**src/rtl/fetch_decode_ctrl_if.sv**
```systemverilog
// PC / instruction-memory side bundle of the fetch-decode controller.
// master = controller, slave = PC + imem environment.
interface fetch_decode_ctrl_if #(
  parameter int IW = 9,
  parameter int AW = 12
);
  logic [31:0]   pc_in;
  logic [AW-1:0] imem_addr;
  logic [IW-1:0] imem_rdata;
  logic          branch_en;
  logic          zero;
  logic [7:0]    immediate;

  modport master (
    input  pc_in,
    input  imem_rdata,
    output imem_addr,
    output branch_en,
    output zero,
    output immediate
  );

  modport slave (
    output pc_in,
    output imem_rdata,
    input  imem_addr,
    input  branch_en,
    input  zero,
    input  immediate
  );
endinterface

```
**src/rtl/fetch_decode_ctrl.sv**
```systemverilog
// Fetch/decode controller: decodes imem word, drives PC branch controls,
// holds compare zero flag and run/done/fault state with retire counters.
module fetch_decode_ctrl #(
  parameter int IW    = 9,
  parameter int AW    = 12,
  parameter int DEPTH = 4096
) (
  input  logic                 clk,
  input  logic                 reset,
  fetch_decode_ctrl_if.master  bus,
  input  logic                 alu_zero,
  output logic [IW-1:0]        instr_out,
  output logic                 instr_valid,
  output logic                 done,
  output logic                 fault,
  output logic [31:0]          instr_count,
  output logic [15:0]          taken_count
);

  typedef enum logic [1:0] {
    RUN   = 2'd0,
    DONE  = 2'd1,
    FAULT = 2'd2
  } state_t;

  localparam logic [31:0] DEPTH_W = 32'(DEPTH);

  state_t     state;
  logic       zero_q;
  logic [2:0] op;
  logic       in_range;
  logic       is_br;
  logic       is_cmp;
  logic       is_halt;

  assign op       = bus.imem_rdata[8:6];
  assign in_range = bus.pc_in < DEPTH_W;

  always_comb begin
    is_br   = 1'b0;
    is_cmp  = 1'b0;
    is_halt = 1'b0;
    unique case (1'b1)
      (op == 3'b111): is_br  = 1'b1;
      (op == 3'b101): is_cmp = 1'b1;
      (op == 3'b110): is_halt = (bus.imem_rdata[5:0] == 6'h3F);
      default: ;
    endcase
  end

  assign instr_valid   = (state == RUN) && in_range;
  assign bus.branch_en = instr_valid && is_br;
  assign bus.immediate = bus.branch_en ?
    {{2{bus.imem_rdata[5]}}, bus.imem_rdata[5:0]} : 8'h00;
  assign bus.zero      = zero_q;
  assign bus.imem_addr = bus.pc_in[AW-1:0];
  assign instr_out     = instr_valid ? bus.imem_rdata : {IW{1'b0}};

  // Range check wins over decode: an out-of-range PC never retires.
  always_ff @(posedge clk) begin
    if (reset) begin
      state       <= RUN;
      zero_q      <= 1'b0;
      done        <= 1'b0;
      fault       <= 1'b0;
      instr_count <= 32'd0;
      taken_count <= 16'd0;
    end else begin
      unique case (state)
        RUN: begin
          if (!in_range) begin
            state <= FAULT;
            fault <= 1'b1;
          end else begin
            instr_count <= instr_count + 32'd1;
            if (is_cmp)
              zero_q <= alu_zero;
            if (is_br && zero_q && taken_count != 16'hFFFF)
              taken_count <= taken_count + 16'd1;
            if (is_halt) begin
              state <= DONE;
              done  <= 1'b1;
            end
          end
        end
        DONE:    ;
        FAULT:   ;
        default: state <= FAULT;
      endcase
    end
  end

endmodule

```
**src/flat_wrapper.sv**
```systemverilog
// flat-port wrapper written by rule: the top's interface ports become plain ports
module fetch_decode_ctrl_flat 
#(
  parameter int IW    = 9,
  parameter int AW    = 12,
  parameter int DEPTH = 4096
)
  (clk, reset, alu_zero, instr_out, instr_valid, done, fault, instr_count, taken_count, bus_pc_in, bus_imem_rdata, bus_imem_addr, bus_branch_en, bus_zero, bus_immediate);
  fetch_decode_ctrl_if #(.IW(IW), .AW(AW)) bus_i ();
  input  logic clk;
  input  logic reset;
  input  logic alu_zero;
  output logic [IW-1:0] instr_out;
  output logic instr_valid;
  output logic done;
  output logic fault;
  output logic [31:0] instr_count;
  output logic [15:0] taken_count;
  input wire logic [$bits(bus_i.pc_in)-1:0] bus_pc_in;
  input wire logic [$bits(bus_i.imem_rdata)-1:0] bus_imem_rdata;
  output wire logic [$bits(bus_i.imem_addr)-1:0] bus_imem_addr;
  output wire logic [$bits(bus_i.branch_en)-1:0] bus_branch_en;
  output wire logic [$bits(bus_i.zero)-1:0] bus_zero;
  output wire logic [$bits(bus_i.immediate)-1:0] bus_immediate;
  assign bus_i.pc_in = bus_pc_in;
  assign bus_i.imem_rdata = bus_imem_rdata;
  assign bus_imem_addr = bus_i.imem_addr;
  assign bus_branch_en = bus_i.branch_en;
  assign bus_zero = bus_i.zero;
  assign bus_immediate = bus_i.immediate;
  fetch_decode_ctrl #(.IW(IW), .AW(AW), .DEPTH(DEPTH)) u_core (.clk(clk), .reset(reset), .bus(bus_i), .alu_zero(alu_zero), .instr_out(instr_out), .instr_valid(instr_valid), .done(done), .fault(fault), .instr_count(instr_count), .taken_count(taken_count));
endmodule
```
**config.mk**
```make
export PLATFORM = sky130hd
export DESIGN_NAME = fetch_decode_ctrl_flat
export DESIGN_NICKNAME = d
export VERILOG_FILES = /design/src/rtl/fetch_decode_ctrl_if.sv /design/src/rtl/fetch_decode_ctrl.sv /design/src/flat_wrapper.sv
export SDC_FILE = /design/constraint.sdc
export NUM_CORES = 1
export LEC_CHECK = 0
export ABC_AREA = 1
export CAP_MARGIN = 20
export CELL_PAD_IN_SITES_DETAIL_PLACEMENT = 0
export CELL_PAD_IN_SITES_GLOBAL_PLACEMENT = 1
export CORE_MARGIN = 2
export CORE_UTILIZATION = 33
export CTS_CLUSTER_DIAMETER = 120
export DETAILED_ROUTE_END_ITERATION = 12
export GPL_ROUTABILITY_DRIVEN = 0
export PLACE_DENSITY = 0.92
export RECOVER_POWER = 50
export SLEW_MARGIN = 20
export SYNTH_ARGS = -nofsm -noshare
export SYNTH_HDL_FRONTEND = slang
export SYNTH_SLANG_ARGS = --single-unit
```
**constraint.sdc**
```tcl
create_clock -name clk -period 7.04 [get_ports clk]
set_input_delay 2.112 -clock clk [delete_from_list [all_inputs] [get_ports clk]]
set_output_delay 2.112 -clock clk [all_outputs]
set_load 0.05 [all_outputs]
```
==> impl_results.md <==
- Initial antenna violation count: 0
- CTS HTree Levels: 2
- Comb power frac: 0.074
- FMAX: ~160 MHz
- CTS resizes: 0
- Post-place setup slack: 966 ps
- Die H: 109 microns
- Yosys top cell area share: 0.294
- Design Power: 0.526 mW
- Worst-Skew Late Latency: just over 300 ps
- RSZ-0062 raised after global routing: no
- Int Power: 0.400 mW
- VDD IR max: 0.0000761 V
- Worst-path clk slew: 100 ps
- FP Rows: 38
- Starting Density: 0.336
- R2r setup slk: ~4400 ps
- Bufs and invs on worst path: 3
- Layout cells sized above 1: 0.0893
- Crit-path leading delay family: simple AND/OR/NAND/NOR gates
- Drt drc: 0
- Startpoint Class: input pin
- Area of the mapped netlist: 0.00361 sq mm
- Root Buffer: clkbuf_8
- Fillers: 1158
- Synth area leaders: dfxtp_1 29%, nand2_1 21%, nor2_1 11%, a21oi_1 4.8%, nand3_1 3.7%
- CTS sink cnt: 53
- Worst hold path type: reg2reg
- TNS Setup: 0 ps
- Total gr overflow: 0
- Post-layout util: 0.450
- Number of global-route vias before repair: 3744
- Postcts setup bufs: 0
- Skew final: 11.2 ps
- PD cells: between 100 and 150 mW/mm^2
- Final WL: 10200 microns
- Most frequent CP cell: nor2_1
- Final worst setup slack: 781 ps
- DR vias: approximately 3800
- Average cell area after synthesis: 6.24 sq um
- Largest net degree at the start of global routing: 33
- Ports: about 130
- Final Hold Slack: 469 ps
- First-pass GRT wire length: 17700 microns
- Min Clock Period, post-route: 6260 ps
- WL per Instance: 12.8 microns
- N_diodes: 0
- Switching share of power: 0.239
- Chip width: about 110 microns
- Period utilisation layout: 0.889
- Leakage: approximately 1.8 nW
- Status: finished, final reports clean
- CP Cell Sequence: dlygate4sd3_1, nor2_1, nand2_1, nor2_1, clkinv_1, nor2_1, nand2_2, nor3_2, buf_12
- 1st-iter DRT viols: 109
- Post-DRT Antenna Nets: 0
- Commonest cells in the synthesized netlist: 200 x nand2_1, 110 x nor2_1, 53 x dfxtp_1
- Most frequent cell after synthesis: nand2_1
- Sequential cell area fraction in the yosys report: 0.294
- Final Hold Fails: 0
- Async SR Flop Fraction: 0
- Worst EP required: slightly below 5000 ps
- Nets@finish: 707
- CP Max Fanout: 17
- EDFF count, synth: 0
- Worst Path Class, Setup: in2out
- Top_reg_cell synth: dfxtp_1
- Post-synth top area cell: dfxtp_1
- DIE AREA: roughly 0.012 sq mm
- Synth cell types: 35
- Setup violations, final: 0
- Hold buffer count at CTS: 0
- Arrival @ worst endpoint: 4150 ps
- Std-Cell Core Area: between 0.01 and 0.015 sq mm
- Clock share of power: 0.354
- Switching power: 0.126 mW
- CTS Buffer Depth: 2
- Via density: between 4 and 5
- Tot GR Track Use: 0.185
- Worst Setup End Kind: primary output
- Max-slew violations: 0
- CP max stage delay: 550 ps
- Rel. slew slack: 0.0621
- Synthesized netlist net count: ~630
- CTS tree: built
- Area grow syn2layout: 33.9%
- Yosys warns: 0
- Port bufs: 101
- Pre-Repair DR Iteration Count: 4
- Yosys reg bits: 53
- CP max stage cell: dlygate4sd3_1
- Part of the power in registers: 0.572
- Post-DP HPWL: around 8000 microns
- Worst slew pin tran: 1410 ps
- Post-Synthesis Cells: between 500 and 600
- Max Cap Violations: 0
- Total CTS buffers: 5
## sequential cells by signal, indices dropped and copies added, names as in the netlist
name	cells
u_core.bus.zero	1
u_core.done	1
u_core.fault	1
u_core.instr_count	32
u_core.state	2
u_core.taken_count	16
## routing by layer
metal,GRT usage,wire length (microns),part of all wire
met1,0.226,4500,0.44
met4,0.0476,152,0.015
met2,0.335,5120,0.50
met5,0,0,0
met3,0.0317,458,0.045
## cell type report
cell class              count  area [sq um]  share of cell area
well taps                 140           175              0.0362
flip-flops and latches     53          1060               0.219
repair buffers            105          1210               0.250
inverters                  35           131              0.0272
multi-input cells         460          2170               0.448
clock buffers               6          82.6              0.0171
clock inverters             2          13.8             0.00284
## cells in the final DEF, fill, tap and decap left out, types with 6 or more instances in the layout
cell type        Yosys  final
nand3b_1             9      9
xor2_1              11     11
buf_12               1     18
nor3_2               6      6
dfxtp_1             53     53
nor2_1             110    113
clkbuf_8             0      6
nand3_1             27     28
clkdlybuf4s50_1      0     49
nand2_1            200    200
a21oi_1             35     41
o21ai_0              8      8
inv_1               31     31
xnor2_1              8      8
dlygate4sd3_1        0     33
nand2_2              7      7
## power groups by stage
stage	clock [mW]	sequential [mW]	combinational [mW]
5_1_grt	0.201	0.301	0.0427
6_report	0.186	0.301	0.0388
3_3_place_gp	0	0.308	0.0392
2_1_floorplan	0	0.309	0.0338
4_1_cts	0.190	0.301	0.0403
3_5_place_dp	0	0.308	0.0401
## worst min-delay path: stages (launching register included)
cell     delay, ps
dfxtp_1        320
nand2_1         60
a21oi_1         50
## worst paths after layout
path	startpoint	to	cells after the start
max	bus_pc_in[29]	bus_immediate[5]	9
min	u_core.state[1]	u_core.state[1]	2
max reg2reg	u_core.state[0]	u_core.instr_count[18]	8
min reg2reg	u_core.state[1]	u_core.state[1]	2
## metrics by stage
| stage | cell area, sq um | std cells |
|---|---|---|
| after floorplan | 3610 | 579 |
| after global placement | 4800 | 793 |
| after detailed placement | 4800 | 793 |
| after CTS | 4900 | 801 |
| after global routing | 4840 | 801 |
| final | 4840 | 801 |
## kinds of logic (layout without fill, tap and decap cells)
family | Yosys count | after routing | share of synthesized area
flops | 53 | 53 | 0.294
buf+inv | 66 | 148 | 0.0938
fa+ha+maj | 3 | 3 | 0.0104
xor+xnor | 19 | 19 | 0.0460
compound gates | 56 | 56 | 0.0890
simple gates | 382 | 382 | 0.467
No activity file was read; power rests on OpenSTA's default activity.
